File: config.mk
export PLATFORM = sky130hd
export DESIGN_NAME = spi_audio_tx
export DESIGN_NICKNAME = d
export VERILOG_FILES = /design/src/rtl/spi_audio_pkg.sv /design/src/rtl/spi_audio_tx_fifo.sv /design/src/rtl/spi_audio_tx.sv
export SDC_FILE = /design/constraint.sdc
export NUM_CORES = 1
export LEC_CHECK = 0
export ABC_CLOCK_PERIOD_IN_PS = 3710
export CAP_MARGIN = 40
export CORE_MARGIN = 2
export CORE_UTILIZATION = 60
export CTS_BUF_LIST = sky130_fd_sc_hd__clkbuf_2
export DETAILED_ROUTE_END_ITERATION = 7
export GPL_TIMING_DRIVEN = 0
export PLACE_DENSITY = 0.79
export SYNTH_ARGS = -nofsm -noshare
export SYNTH_HDL_FRONTEND = slang
export SYNTH_SLANG_ARGS = --single-unit
export TNS_END_PERCENT = 20
File: constraint.sdc
create_clock -name clk_25mhz -period 3.71 [get_ports clk_25mhz]
set_input_delay 0.742 -clock clk_25mhz [delete_from_list [all_inputs] [get_ports clk_25mhz]]
set_output_delay 0.742 -clock clk_25mhz [all_outputs]
set_load 0.01 [all_outputs]
File: src/rtl/spi_audio_pkg.sv
// Shared types for the SPI audio transmit path.
`timescale 1ns/1ps
package spi_audio_pkg;
  localparam int SAMPLE_W = 16;

  typedef enum logic [1:0] {IDLE, SETUP, SHIFT, HOLD} spi_tx_state_t;

  typedef logic [SAMPLE_W-1:0] sample_t;
endpackage

File: src/rtl/spi_audio_tx_fifo.sv
// Small synchronous sample FIFO: wrap-around pointers plus an occupancy count.
// Full and empty come straight from the registered count.
`timescale 1ns/1ps
module spi_audio_tx_fifo
  import spi_audio_pkg::*;
#(
  parameter int DATA_W     = SAMPLE_W,
  parameter int FIFO_DEPTH = 4
) (
  input  logic              clk_25mhz,
  input  logic              reset_n,
  input  logic              push,
  input  logic              pop,
  input  logic [DATA_W-1:0] wdata,
  output logic [DATA_W-1:0] rdata,
  output logic              full,
  output logic              empty
);
  localparam int PTR_W = (FIFO_DEPTH > 1) ? $clog2(FIFO_DEPTH) : 1;

  logic [DATA_W-1:0] mem [FIFO_DEPTH];
  logic [PTR_W-1:0]  wr_ptr;
  logic [PTR_W-1:0]  rd_ptr;
  logic [PTR_W:0]    count;
  logic              do_push;
  logic              do_pop;

  assign full    = (count == (PTR_W+1)'(FIFO_DEPTH));
  assign empty   = (count == '0);
  assign do_push = push && !full;
  assign do_pop  = pop && !empty;
  assign rdata   = mem[rd_ptr];

  // Sample storage carries no reset; the pointers alone define what is valid.
  always_ff @(posedge clk_25mhz) begin
    if (do_push) mem[wr_ptr] <= wdata;
  end

  // Pointer and occupancy bookkeeping; simultaneous push and pop leave count unchanged.
  always_ff @(posedge clk_25mhz or negedge reset_n) begin
    if (!reset_n) begin
      wr_ptr <= '0;
      rd_ptr <= '0;
      count  <= '0;
    end else begin
      if (do_push) wr_ptr <= wr_ptr + PTR_W'(1);
      if (do_pop)  rd_ptr <= rd_ptr + PTR_W'(1);
      case ({do_push, do_pop})
        2'b10:   count <= count + (PTR_W+1)'(1);
        2'b01:   count <= count - (PTR_W+1)'(1);
        default: count <= count;
      endcase
    end
  end
endmodule

File: src/rtl/spi_audio_tx.sv
// SPI mode-0 audio sample transmitter: one DATA_W-bit sample per frame tick,
// MSB first, active-high CS. An empty FIFO at the tick repeats the last sample.
// Optional underrun counter port enabled by defining SPI_AUDIO_TX_UNDERRUN_CNT_EN.
`timescale 1ns/1ps
module spi_audio_tx
  import spi_audio_pkg::*;
#(
  parameter int DATA_W       = SAMPLE_W,
  parameter int FIFO_DEPTH   = 4,
  parameter int SCLK_DIV     = 6,
  parameter int CS_SETUP     = 2,
  parameter int CS_HOLD      = 2,
  parameter int FRAME_PERIOD = 521
) (
  input  logic              clk_25mhz,
  input  logic              reset_n,
  input  logic [DATA_W-1:0] s_data,
  input  logic              s_valid,
  output logic              s_ready,
  output logic              spi_sclk,
  output logic              spi_mosi,
  output logic              spi_cs,
  output logic              busy
`ifdef SPI_AUDIO_TX_UNDERRUN_CNT_EN
  ,
  output logic [15:0]       underrun_cnt
`endif
);
  localparam int FC_W = $clog2(FRAME_PERIOD);

  logic [FC_W-1:0]   frame_cnt;
  logic              tick;
  logic              fifo_full;
  logic              fifo_empty;
  logic              fifo_pop;
  logic [DATA_W-1:0] fifo_rdata;

  spi_tx_state_t     state_q, state_d;
  logic [15:0]       cnt_q, cnt_d;
  logic [7:0]        bit_q, bit_d;
  logic [DATA_W-1:0] shreg_q, shreg_d;
  logic [DATA_W-1:0] last_q, last_d;
  logic              sclk_q, sclk_d;
  logic              cs_q, cs_d;
  logic              busy_q;

  assign s_ready  = !fifo_full;
  assign tick     = (frame_cnt == FC_W'(FRAME_PERIOD-1));
  assign spi_sclk = sclk_q;
  assign spi_mosi = shreg_q[DATA_W-1];
  assign spi_cs   = cs_q;
  assign busy     = busy_q;

  spi_audio_tx_fifo #(
    .DATA_W     (DATA_W),
    .FIFO_DEPTH (FIFO_DEPTH)
  ) u_fifo (
    .clk_25mhz (clk_25mhz),
    .reset_n   (reset_n),
    .push      (s_valid && !fifo_full),
    .pop       (fifo_pop),
    .wdata     (s_data),
    .rdata     (fifo_rdata),
    .full      (fifo_full),
    .empty     (fifo_empty)
  );

  // Free-running frame counter; the last count value is the frame tick.
  always_ff @(posedge clk_25mhz or negedge reset_n) begin
    if (!reset_n) frame_cnt <= '0;
    else          frame_cnt <= tick ? '0 : frame_cnt + FC_W'(1);
  end

  // Next-state logic: frame sequencing, SCLK phase timing and shift register.
  always_comb begin
    state_d  = state_q;
    cnt_d    = cnt_q;
    bit_d    = bit_q;
    shreg_d  = shreg_q;
    last_d   = last_q;
    sclk_d   = sclk_q;
    cs_d     = cs_q;
    fifo_pop = 1'b0;
    case (state_q)
      IDLE: begin
        if (tick) begin
          state_d = SETUP;
          cnt_d   = '0;
          bit_d   = '0;
          cs_d    = 1'b1;
          sclk_d  = 1'b0;
          if (!fifo_empty) begin
            fifo_pop = 1'b1;
            shreg_d  = fifo_rdata;
            last_d   = fifo_rdata;
          end else begin
            shreg_d  = last_q;
          end
        end
      end
      SETUP: begin
        if (cnt_q == 16'(CS_SETUP-1)) begin
          state_d = SHIFT;
          cnt_d   = '0;
        end else begin
          cnt_d   = cnt_q + 16'd1;
        end
      end
      SHIFT: begin
        if (cnt_q == 16'(SCLK_DIV-1)) begin
          sclk_d = 1'b1;
          cnt_d  = cnt_q + 16'd1;
        end else if (cnt_q == 16'(2*SCLK_DIV-1)) begin
          // Falling edge: MOSI moves to the next bit on the same cycle.
          sclk_d  = 1'b0;
          cnt_d   = '0;
          shreg_d = {shreg_q[DATA_W-2:0], 1'b0};
          if (bit_q == 8'(DATA_W-1)) state_d = HOLD;
          else                       bit_d   = bit_q + 8'd1;
        end else begin
          cnt_d  = cnt_q + 16'd1;
        end
      end
      HOLD: begin
        if (cnt_q == 16'(CS_HOLD-1)) begin
          state_d = IDLE;
          cnt_d   = '0;
          cs_d    = 1'b0;
          shreg_d = '0;
        end else begin
          cnt_d   = cnt_q + 16'd1;
        end
      end
      default: state_d = IDLE;
    endcase
  end

  // State and output registers; reset drops CS and discards any frame at once.
  always_ff @(posedge clk_25mhz or negedge reset_n) begin
    if (!reset_n) begin
      state_q <= IDLE;
      cnt_q   <= '0;
      bit_q   <= '0;
      shreg_q <= '0;
      last_q  <= '0;
      sclk_q  <= 1'b0;
      cs_q    <= 1'b0;
      busy_q  <= 1'b0;
    end else begin
      state_q <= state_d;
      cnt_q   <= cnt_d;
      bit_q   <= bit_d;
      shreg_q <= shreg_d;
      last_q  <= last_d;
      sclk_q  <= sclk_d;
      cs_q    <= cs_d;
      busy_q  <= (state_d != IDLE);
    end
  end

`ifdef SPI_AUDIO_TX_UNDERRUN_CNT_EN
  logic underrun_evt;

  function automatic logic [15:0] sat_inc16(input logic [15:0] v);
    return (v == 16'hFFFF) ? v : v + 16'd1;
  endfunction

  assign underrun_evt = (state_q == IDLE) && tick && fifo_empty;

  // Saturating count of ticks that found the FIFO empty.
  always_ff @(posedge clk_25mhz or negedge reset_n) begin
    if (!reset_n)          underrun_cnt <= '0;
    else if (underrun_evt) underrun_cnt <= sat_inc16(underrun_cnt);
  end
`endif

  tick_only_in_idle: assert property (@(posedge clk_25mhz) disable iff (!reset_n)
    tick |-> (state_q == IDLE));
endmodule

==> qor.log, run 1 <==
INFO  logic_synthesis synth_top_family_by_area=simple AND/OR/NAND/NOR gates
INFO  finish         final_layout_size_suffix_gt1_share=18.4%
INFO  grt            gr-total-overflow=0
INFO  floorplanning  initial_core_util=60.8%
INFO  logic_synthesis net_count_synth=481
INFO  power          p_leak=2.67nW
INFO  setup_path     critPathLaunch=frame_cnt[4]
INFO  logic_synthesis synth.cell_area=6170um^2
INFO  detailed_routing num_vias=3821
INFO  setup_path     timing.critical_path.arrival=3.94ns
INFO  placement      gp_congestion=0.884
INFO  timing         setup_tns=0ns
INFO  placement      place.port_buffers=23
INFO  logic_synthesis synth-seq-cells=142
INFO  logic_synthesis yosys_warnings=0
INFO  floorplanning  boundaryPins=24
INFO  logic_synthesis post_synth_fa_ha_maj_area_fraction=2.35%
INFO  timing         finalHoldViolCount=0
INFO  setup_path     critical_path.reg2reg.startpoint=frame_cnt[4]
INFO  finish         sequential_cell_area=3870um^2
INFO  grt            grt_first_pass_wirelength=18.6mm
INFO  detailed_routing detail_route.wirelength=10.9mm
INFO  grt            grt_pass1_vias=3928
INFO  setup_path     worstSetupPathType=flop to flop
INFO  placement      pre_cts_slack=0.318ns
INFO  setup_path     regToRegEndpoint=u_fifo.count[2]
INFO  finish         instances_no_fill=646
INFO  logic_synthesis synthDominantAreaCellType=dfrtp_1
INFO  timing         worstMarginPinSlew=0.882ns
INFO  logic_synthesis synth_simple_gate_area_share=11.2%
INFO  grt            grt_antenna_before_repair=0
INFO  logic_synthesis post_synth_inst_count=451
INFO  clocking       tritoncts_clock_tree=yes
INFO  power          power-per-cell-area=460nW/um^2
INFO  timing         maxClockFrequency=304MHz
INFO  floorplanning  die_w=105um
INFO  logic_synthesis yosys.area_share.xor_xnor=3.55%
INFO  clocking       cts_buffers=17
INFO  timing         layout_setup_ws=0.421ns
INFO  power          irDropWorstVdd=0.000346V
INFO  detailed_routing detailedRoute.firstPassIterationCount=6
INFO  finish         fill_cells=716
INFO  setup_path     worst_setup_path_endpoint=u_fifo.count[2]
INFO  floorplanning  die_area=11100um^2
INFO  placement      dp.cells=612
INFO  setup_path     timing.critical_path.fanout_max=10
INFO  detailed_routing antenna_left=0
INFO  hold_path      worstHoldPathType=primary input to async pin
INFO  detailed_routing post_drt_via_cell_ratio=5.91
INFO  floorplanning  die_height=105um
INFO  finish         multi_input_comb_area=2140um^2
INFO  setup_path     worst-endpoint-required=4.37ns
INFO  finish         antenna_cells=0
INFO  logic_synthesis synth_top_area_share=31.7%
INFO  clocking       clkSlewWorstSetupHoldPaths=0.22ns
INFO  grt            grt_max_degree=57
INFO  floorplanning  floorplan.core_area=10100um^2
INFO  logic_synthesis synth_ff_type=dfrtp_1
INFO  clocking       cts-root-buf=clkbuf_2
INFO  grt            track_usage=21.4%
INFO  placement      placed_cell_area=6600um^2
INFO  setup_path     crit_path_end_kind=flop
INFO  clocking       worst_skew_pair.late_latency=0.73ns
INFO  detailed_routing number_of_drc_markers_after_the_initial_detailed_route_iteration=300
INFO  timing         setup_viol=0
INFO  logic_synthesis synthTopCellsByArea=dfrtp_1, edfxtp_1, mux4_2
INFO  logic_synthesis ys_async_sr_fraction=54.9%
INFO  timing         period_needed=3.29ns
INFO  timing         slew_violations=0
INFO  placement      hpwlAfterDp=7.59mm
INFO  logic_synthesis synth-edff-count=64
INFO  setup_path     critical_path.startpoint_type=flop
INFO  clocking       numClockSinks=142
INFO  finish         areaGrowthSynthToFinish=10.7%
INFO  finish         stdcell_area=6830um^2
INFO  detailed_routing route.detailed.wl_per_inst=16.9um
INFO  logic_synthesis ys_seq_area_share=62.8%
INFO  logic_synthesis post_synth_most_frequent_cells=dfrtp_1, edfxtp_1, nor2_1
INFO  logic_synthesis share_of_the_synthesized_area_in_compound_gates_ao_oa_aoi_oai=8.62%
INFO  setup_path     path_depth_of_the_worst_reg2reg_path=10
INFO  floorplanning  core.rowCount=37
INFO  timing         rsz0062_at_grt=false
INFO  outcome        run_status=complete, no violations
INFO  logic_synthesis yosys-mux-area-fraction=8.93%
INFO  detailed_routing drt_drc_violations_left=0
INFO  run            drv.max_cap_violation_count=0
INFO  logic_synthesis synthesis.area_per_instance=13.7um^2
INFO  setup_path     r2r_slack=0.42ns
INFO  finish         final_net_count=527
INFO  logic_synthesis synth_most_common_cell=dfrtp_1
INFO  timing         slew-limit-headroom=41.2%
INFO  timing         final_min_period_over_clock_period=88.7%
INFO  clocking       cts_htree_levels=4
INFO  power          design_power_total=3.14mW
INFO  clocking       cts.repair_timing.setup_buffer_count=0
INFO  clocking       cts-root-to-sink-buffers=2
INFO  timing         fin_skew=0.0345ns
INFO  logic_synthesis yosys.cell_types.count=48
==> per-layer routing <==
layer	up-vias	global-route usage, %	wire length [um]
met5	-	0	0
met4	0	8.19	172
met3	18	4.70	432
li1	1806	-	-
met1	1915	27.0	4690
met2	82	36.5	5640
==> kinds of logic (layout without fill, tap and decap cells) <==
group | Yosys count | count (layout)
DFF | 142 | 142
muxes | 33 | 33
adders and majority gates | 11 | 11
AOI/OAI and AO/OA | 71 | 71
xor gates and xnor gates | 25 | 25
and+or+nand+nor | 134 | 134
buffers and inverters | 35 | 94
==> how the worst min path moves through the flow <==
stage	start	to	slack [ns]	cells past startpoint
after floorplan	reset_n	bit_q[0]	0.45	0
final	reset_n	cnt_q[8]	0.42	2
after detailed placement	frame_cnt[4]	frame_cnt[4]	0.49	1
after global routing	reset_n	state_q[0]	0.40	2
after global placement	frame_cnt[9]	frame_cnt[9]	0.47	1
after CTS	reset_n	state_q[0]	0.40	2
==> state kept, by name (all words and copies together), names as in the netlist <==
| name | count |
|---|---|
| last_q | 16 |
| busy | 1 |
| state_q | 2 |
| cnt_q | 16 |
| bit_q | 8 |
| spi_sclk | 1 |
| u_fifo.wr_ptr | 2 |
| u_fifo.mem | 64 |
| frame_cnt | 10 |
| shreg_q | 16 |
| u_fifo.count | 3 |
| u_fifo.rd_ptr | 2 |
| spi_cs | 1 |
==> per-stage QoR <==
stage / hold WS (ns) / util, %
after global routing: 0.403 / 67.3
after global placement: 0.471 / 64.8
final: 0.417 / 67.3
after CTS: 0.397 / 67.2
after floorplan: 0.446 / -
after detailed placement: 0.490 / 65.1
==> worst max-delay path, cell delays in order (launching register included) <==
cell     delay, ns
dfrtp_1       0.45
nor4_1        0.45
nand4_1       0.50
nor2_4        0.44
buf_2         0.32
ha_1          0.22
inv_1         0.06
fa_1          0.37
xor2_1        0.15
nor2_1        0.11
xor2_1        0.15
==> layout make-up <==
| class | count | share of cell area [%] |
|---|---|---|
| flip-flops and latches | 142 | 56.7 |
| multi-input cells | 274 | 31.4 |
| repair buffers | 27 | 4.03 |
| well taps | 136 | 2.49 |
| clock inverters | 14 | 1.78 |
| plain buffers | 21 | 1.48 |
| clock buffers | 18 | 1.32 |
| inverters | 14 | 0.770 |
==> where the power goes <==
part / internal (mW) / total (mW) / switching, mW
combinational: 0.161 / 0.442 / 0.281
sequential: 1.83 / 1.89 / 0.0567
clock: 0.203 / 0.816 / 0.612
total: 2.19 / 3.14 / 0.950
==> what timing repair did <==
action	CTS	global route
endpoints found under the setup margin	0	1
hold buffers	1	0
hold endpoints to repair	22	0
gates resized for setup	0	1
==> layout by cell type, fill, tap and decap left out, types with 2 or more instances in the layout <==
cell,Yosys,layout
ha_1,10,10
buf_1,2,2
nor3_1,3,3
nand3_1,21,21
a31oi_1,5,5
nand3b_1,3,3
buf_6,2,2
nand4_1,7,7
and4_1,2,2
clkbuf_2,0,18
or4_1,4,4
nand2b_1,3,3
buf_4,1,2
inv_1,14,14
a21oi_1,10,10
a21oi_2,14,14
inv_8,0,2
or2_2,2,2
o21ai_0,17,17
clkinv_4,0,2
dfrtp_1,78,78
edfxtp_1,64,64
xor2_1,11,11
clkbuf_1,13,13
xnor2_1,14,14
o22ai_1,2,2
and2_1,4,4
o21a_1,2,2
nor4_1,11,11
mux4_2,16,16
and3_1,8,8
inv_6,0,7
clkdlybuf4s50_1,0,22
buf_2,3,5
mux2_2,16,16
or3_1,4,4
nand2_1,26,26
a222oi_1,15,15
nor2_1,30,30
clkinvlp_4,0,2
No activity file was read; power rests on OpenSTA's default activity.
==> run 2, diff against run 1 <==
SKIP_CTS_REPAIR_TIMING = 1   (was default)
==> run 2 against run 1 <==
Compared with the run above:
- highest routed layer unchanged
- die area unchanged
- critical path type unchanged
- critical endpoint unchanged
- power about the same
- utilization unchanged
- non-clock buffer count unchanged
==> qor.log, run 2 (synthesis results as in run 1) <==
INFO  outcome        run_status=complete, no violations
INFO  power          design_power_total=3.14mW [about the same]
INFO  timing         finalHoldViolCount=0 [unchanged]
INFO  setup_path     max_stage_delay_cell_worst_path=nand4_1
INFO  floorplanning  die_w=105um [unchanged]
INFO  placement      place.port_buffers=23 [unchanged]
INFO  clocking       worst_skew_pair.late_latency=0.71ns [-0.02 ns]
INFO  setup_path     worstSetupPathType=flop to flop
INFO  clocking       cts-root-to-sink-buffers=2 [unchanged]
INFO  timing         worstMarginPinSlew=0.885ns [+0.00299 ns]
INFO  placement      hpwlAfterDp=7.59mm [unchanged]
INFO  setup_path     critPathLaunch=frame_cnt[4]
INFO  detailed_routing detailedRoute.firstPassIterationCount=6 [unchanged]
INFO  finish         instances_no_fill=646 [unchanged]
INFO  power          power-per-cell-area=460nW/um^2 [about the same]
INFO  setup_path     cp_common_cell=xor2_1
INFO  floorplanning  die_height=105um [unchanged]
INFO  placement      gp_congestion=0.884 [unchanged]
INFO  grt            gr-total-overflow=0 [unchanged]
INFO  floorplanning  boundaryPins=24 [unchanged]
INFO  grt            grt_util_met1=27.0% [unchanged]
INFO  timing         rsz0062_at_grt=false
INFO  grt            global_route.peak_usage_layer=met2
INFO  finish         areaGrowthSynthToFinish=10.7% [unchanged]
INFO  floorplanning  die_area=11100um^2 [unchanged]
INFO  timing         slew-limit-headroom=41.0% [-0.20 points]
INFO  detailed_routing detail_route.wirelength=11.0mm [+0.34%]
INFO  floorplanning  core.rowCount=37 [unchanged]
INFO  floorplanning  floorplan.core_area=10100um^2 [unchanged]
INFO  clocking       numClockSinks=142 [unchanged]
INFO  finish         final_net_count=527 [unchanged]
INFO  clocking       tritoncts_clock_tree=yes
INFO  setup_path     cp.depth=10 [unchanged]
INFO  detailed_routing number_of_drc_markers_after_the_initial_detailed_route_iteration=367 [+22%]
INFO  setup_path     crit_path_end_kind=flop
INFO  timing         setup_viol=0 [unchanged]
INFO  grt            track_usage=21.4% [unchanged]
INFO  clocking       cts_buffers=17 [unchanged]
INFO  setup_path     path_depth_of_the_worst_reg2reg_path=10 [unchanged]
INFO  grt            grt_antenna_before_repair=0 [unchanged]
INFO  setup_path     critical_path.startpoint_type=flop
INFO  clocking       cts-root-buf=clkbuf_2
INFO  grt            grt_pass1_vias=3928 [unchanged]
INFO  finish         largest_register=u_fifo.mem
INFO  hold_path      worstHoldPathType=primary input to async pin
INFO  power          p_leak=2.67nW [unchanged]
INFO  finish         flip_flop_count_of_the_largest_register_after_layout=64 [unchanged]
INFO  grt            grt_first_pass_wirelength=18.6mm [unchanged]
INFO  detailed_routing num_vias=3825 [+0.10%]
INFO  setup_path     worst-endpoint-required=4.35ns [-0.02 ns]
INFO  finish         final_layout_size_suffix_gt1_share=18.4% [unchanged]
INFO  detailed_routing antenna_left=0 [unchanged]
INFO  setup_path     critical_path.reg2reg.startpoint=frame_cnt[4]
INFO  run            drv.max_cap_violation_count=0 [unchanged]
INFO  grt            grt_max_degree=57 [unchanged]
INFO  timing         period_needed=3.30ns [+0.00821 ns]
INFO  timing         fin_skew=0.0297ns [-0.00481 ns]
INFO  setup_path     cp_cell_sequence=nor4_1, nand4_1, nor2_4, buf_2, ha_1, inv_1, fa_1, xor2_1, nor2_1, xor2_1
INFO  timing         final_min_period_over_clock_period=88.9% [+0.22 points]
INFO  detailed_routing route.detailed.wl_per_inst=17.0um [+0.34%]
INFO  setup_path     timing.critical_path.slowest_cell_delay=0.50ns [about the same]
INFO  power          irDropWorstVdd=0.000346V [about the same]
INFO  timing         maxClockFrequency=303MHz [-0.25%]
INFO  setup_path     timing.critical_path.arrival=3.94ns [about the same]
INFO  setup_path     timing.critical_path.fanout_max=10 [unchanged]
INFO  finish         layout.cells.most_common=dfrtp_1
INFO  detailed_routing post_drt_via_cell_ratio=5.92 [+0.10%]
INFO  setup_path     cp_top_family=simple AND/OR/NAND/NOR gates
INFO  grt            grt_use_met2=36.5% [unchanged]
INFO  placement      dp.cells=612 [unchanged]
INFO  timing         fin_hold_ws=0.432ns [+0.0154 ns]
INFO  finish         final_cell_mix=dfrtp_1, edfxtp_1, nor2_1, nand2_1, clkdlybuf4s50_1
INFO  floorplanning  initial_core_util=60.8% [unchanged]
INFO  clocking       cts_htree_levels=4 [unchanged]
INFO  clocking       clkSlewWorstSetupHoldPaths=0.22ns [about the same]
INFO  setup_path     crit_buf_inv=2 [unchanged]
INFO  timing         slew_violations=0 [unchanged]
INFO  grt            global_route_met3_utilization=4.70% [unchanged]
INFO  detailed_routing drt_drc_violations_left=0 [unchanged]
INFO  finish         antenna_cells=0 [unchanged]
==> run 2: cell counts in the layout (fill, tap and decap cells not counted) <==
Identical to the previous run, type by type.
==> run 2: layout make-up <==
cell class	instances	area, um^2
multi-input cells	274	2140
flip-flops and latches	142	3870
inverters	14	52.6
clock buffers	18	90.1
repair buffers	27	275
well taps	136	170
fillers	716	3310
clock inverters	14	121
plain buffers	21	101
==> run 2: final timing paths <==
path                            slack, ns              end
worst max-delay path                 0.41  u_fifo.count[2]
worst min-delay path                 0.43         cnt_q[8]
worst max register to register       0.41  u_fifo.count[2]
worst min register to register       0.52     frame_cnt[6]
max in group asynchronous            2.68        last_q[8]
min in group clk_25mhz               0.52     frame_cnt[6]
==> run 2: where the power goes <==
group	internal [mW]	switching, mW
logic	0.161	0.282
registers	1.83	0.0570
clock network	0.203	0.610
total	2.19	0.948
==> run 2: metrics by stage <==
step	cell area, um^2	utilization (%)	setup TNS, ns	worst slack, ns
after floorplan	6170	-	0	0.894
after CTS	6810	67.1	0	0.255
after detailed placement	6600	65.1	0	0.318
after global placement	6570	64.8	-63.37	-0.817
after global routing	6830	67.3	0	0.0918
final	6830	67.3	0	0.412
==> run 2: routing by layer <==
layer	up-vias	share of wire, %
met5	-	0
met4	0	1.4
met3	16	4.3
met2	98	52
met1	1903	43
li1	1808	-
==> run 3, diff against run 2 <==
CORE_MARGIN = default   (was 2)
SLEW_MARGIN = 20   (was default)
==> run 3 against run 2 <==
Compared with the run above:
- combinational power up 5.6%
- register-to-register slack worse by 0.18 ns
- setup slack got worse by 0.18 ns
- worst hold slack gained 0.0055 ns
- count of clock-buffer cells in the layout shrank 1
- cell count unchanged
==> qor.log, run 3 (synthesis results as in run 1) <==
INFO  outcome        run_status=complete, no violations
INFO  grt            global_route.peak_usage_layer=met2
INFO  clocking       clkSlewWorstSetupHoldPaths=0.21ns [about the same]
INFO  placement      place.port_buffers=23 [unchanged]
INFO  power          power-per-cell-area=470nW/um^2 [+2.2%]
INFO  finish         largest_register=u_fifo.mem
INFO  finish         final_layout_size_suffix_gt1_share=18.9% [+0.48 points]
INFO  setup_path     timing.critical_path.arrival=4.11ns [+0.17 ns]
INFO  setup_path     regToRegEndpoint=u_fifo.count[2]
INFO  grt            track_usage=23.6% [+2.1 points]
INFO  floorplanning  die_area=10700um^2 [-3.8%]
INFO  setup_path     worstSetupPathType=flop to flop
INFO  detailed_routing detailedRoute.firstPassIterationCount=6 [unchanged]
INFO  setup_path     max_stage_delay_cell_worst_path=nor2_2
INFO  finish         stdcell_area=6910um^2 [+1.2%]
INFO  detailed_routing number_of_drc_markers_after_the_initial_detailed_route_iteration=262 [-29%]
INFO  finish         layout.cells.most_common=dfrtp_1
INFO  floorplanning  core.rowCount=36 [-2.7%]
INFO  clocking       numClockSinks=142 [unchanged]
INFO  finish         final_cell_mix=dfrtp_1, edfxtp_1, nor2_1, nand2_1, clkdlybuf4s50_1
INFO  power          irDropWorstVdd=0.000387V [+12%]
INFO  setup_path     cp.depth=10 [unchanged]
INFO  hold_path      worstHoldPathType=primary input to async pin
INFO  setup_path     cp_common_cell=xor2_1
INFO  grt            grt_use_met2=38.4% [+1.9 points]
INFO  floorplanning  die_height=103um [-1.9%]
INFO  timing         period_needed=3.48ns [+0.179 ns]
INFO  setup_path     critical_path.startpoint_type=flop
INFO  clocking       worst_skew_pair.late_latency=0.71ns [about the same]
INFO  timing         setup_viol=0 [unchanged]
INFO  clocking       cts-root-buf=clkbuf_2
INFO  timing         final_min_period_over_clock_period=93.7% [+4.8 points]
INFO  timing         worstMarginPinSlew=0.822ns [-0.0629 ns]
INFO  timing         maxClockFrequency=288MHz [-5.2%]
INFO  setup_path     cp_top_family=simple AND/OR/NAND/NOR gates
INFO  finish         areaGrowthSynthToFinish=12.0%
INFO  setup_path     crit_path_end_kind=flop
INFO  placement      hpwlAfterDp=7.46mm [-1.6%]
INFO  grt            grt_antenna_before_repair=0 [unchanged]
INFO  setup_path     worst_setup_path_endpoint=u_fifo.count[2]
INFO  placement      dp.cells=608 [-0.65%]
INFO  setup_path     timing.critical_path.fanout_max=10 [unchanged]
INFO  setup_path     critPathLaunch=frame_cnt[4]
INFO  detailed_routing post_drt_via_cell_ratio=5.90 [-0.29%]
INFO  finish         antenna_cells=0 [unchanged]
INFO  placement      gp_congestion=0.841 [-4.9%]
INFO  timing         finalHoldViolCount=0 [unchanged]
INFO  floorplanning  initial_core_util=62.5% [+1.7 points]
INFO  grt            grt_max_degree=60 [+5.3%]
INFO  floorplanning  die_w=103um [-1.9%]
INFO  grt            grt_pass1_vias=3802 [-3.2%]
INFO  finish         flip_flop_count_of_the_largest_register_after_layout=64 [unchanged]
INFO  setup_path     timing.critical_path.slowest_cell_delay=0.59ns [+0.09 ns]
INFO  setup_path     path_depth_of_the_worst_reg2reg_path=10 [unchanged]
INFO  setup_path     critical_path.reg2reg.startpoint=frame_cnt[4]
INFO  detailed_routing route.detailed.wl_per_inst=17.1um [+1.0%]
INFO  detailed_routing drt_drc_violations_left=0 [unchanged]
INFO  finish         instances_no_fill=646 [unchanged]
INFO  timing         rsz0062_at_grt=false
INFO  grt            global_route_met3_utilization=6.72% [+2.0 points]
INFO  floorplanning  boundaryPins=24 [unchanged]
INFO  clocking       tritoncts_clock_tree=yes
INFO  detailed_routing detail_route.wirelength=11.1mm [+1.0%]
INFO  floorplanning  floorplan.core_area=9860um^2 [-2.7%]
INFO  detailed_routing antenna_left=0 [unchanged]
INFO  detailed_routing num_vias=3814 [-0.29%]
INFO  grt            grt_util_met1=29.8% [+2.8 points]
INFO  clocking       cts-root-to-sink-buffers=2 [unchanged]
INFO  timing         fin_skew=0.0316ns [+0.00198 ns]
INFO  finish         final_net_count=530 [+0.57%]
INFO  setup_path     crit_buf_inv=2 [unchanged]
INFO  setup_path     cp_cell_sequence=nor4_1, nand4_1, nor2_2, buf_2, ha_1, inv_1, fa_1, xor2_1, nor2_1, xor2_1
INFO  setup_path     worst-endpoint-required=4.35ns [about the same]
INFO  grt            grt_first_pass_wirelength=18.3mm [-1.7%]
INFO  power          p_leak=2.71nW [+1.4%]
INFO  timing         slew-limit-headroom=44.7% [+3.7 points]
INFO  clocking       cts_htree_levels=4 [unchanged]
INFO  clocking       cts_buffers=17 [unchanged]
INFO  placement      placed_cell_area=6590um^2 [about the same]
INFO  setup_path     r2r_slack=0.23ns [-0.18 ns]
INFO  grt            gr-total-overflow=0 [unchanged]
INFO  run            drv.max_cap_violation_count=0 [unchanged]
INFO  timing         slew_violations=0 [unchanged]
-- run 3: changes by cell type in the layout (fill, tap and decap cells not counted), sizes merged --
cell / previous run / this run
buf: 12 / 15
bufinv: 0 / 2
inv: 23 / 20
clkinv: 3 / 5
clkbuf: 31 / 30
-- run 3: how the worst min path moves through the flow --
stage	endpoint	slack, ns	cells after the start
finish	last_q[4]	0.44	2
detailed placement	frame_cnt[9]	0.48	1
CTS	shreg_q[2]	-0.18	1
floorplan	bit_q[0]	0.45	0
global placement	frame_cnt[9]	0.47	1
global route	last_q[5]	0.37	2
-- run 3: final cells by class --
class	instances	area, um^2
Clock buffer	17	85.1
Timing Repair Buffer	30	327
Sequential cell	142	3870
Tap cell	133	166
Buffer	21	101
Multi-Input combinational cell	274	2140
Clock inverter	15	158
Fill cell	668	2960
Inverter	14	52.6
-- run 3: routing by layer --
metal,routed length [um],part of all wire (%)
met1,4780,43
met2,5660,51
met3,450,4.1
met4,184,1.7
met5,0,0
-- run 3: worst reg2reg max path, stage by stage, from the launching register on --
cell	delay, ns
dfrtp_1	0.46
nor4_1	0.51
nand4_1	0.49
nor2_2	0.59
buf_2	0.35
ha_1	0.22
inv_1	0.06
fa_1	0.38
xor2_1	0.15
nor2_1	0.11
xor2_1	0.14
-- run 3: power by group --
group | internal (mW) | leakage (nW) | total [mW] | switching, mW
Clock | 0.319 | 0.145 | 0.898 | 0.579
Combinational | 0.185 | 0.909 | 0.468 | 0.283
Sequential | 1.83 | 1.65 | 1.88 | 0.0578
Total | 2.33 | 2.71 | 3.25 | 0.920
-- run 3: per-stage QoR --
| stage | util [%] | total power [mW] | hold WS [ns] | setup WS (ns) | setup TNS, ns |
|---|---|---|---|---|---|
| floorplan | - | 2.19 | 0.446 | 0.894 | 0 |
| global placement | 66.5 | 2.33 | 0.471 | -0.804 | -62.37 |
| detailed placement | 66.8 | 2.36 | 0.483 | 0.217 | 0 |
| CTS | 69.3 | 3.26 | -0.178 | 0.192 | 0 |
| global route | 70.0 | 3.41 | 0.368 | 0.0201 | 0 |
| finish | 70.0 | 3.25 | 0.437 | 0.233 | 0 |
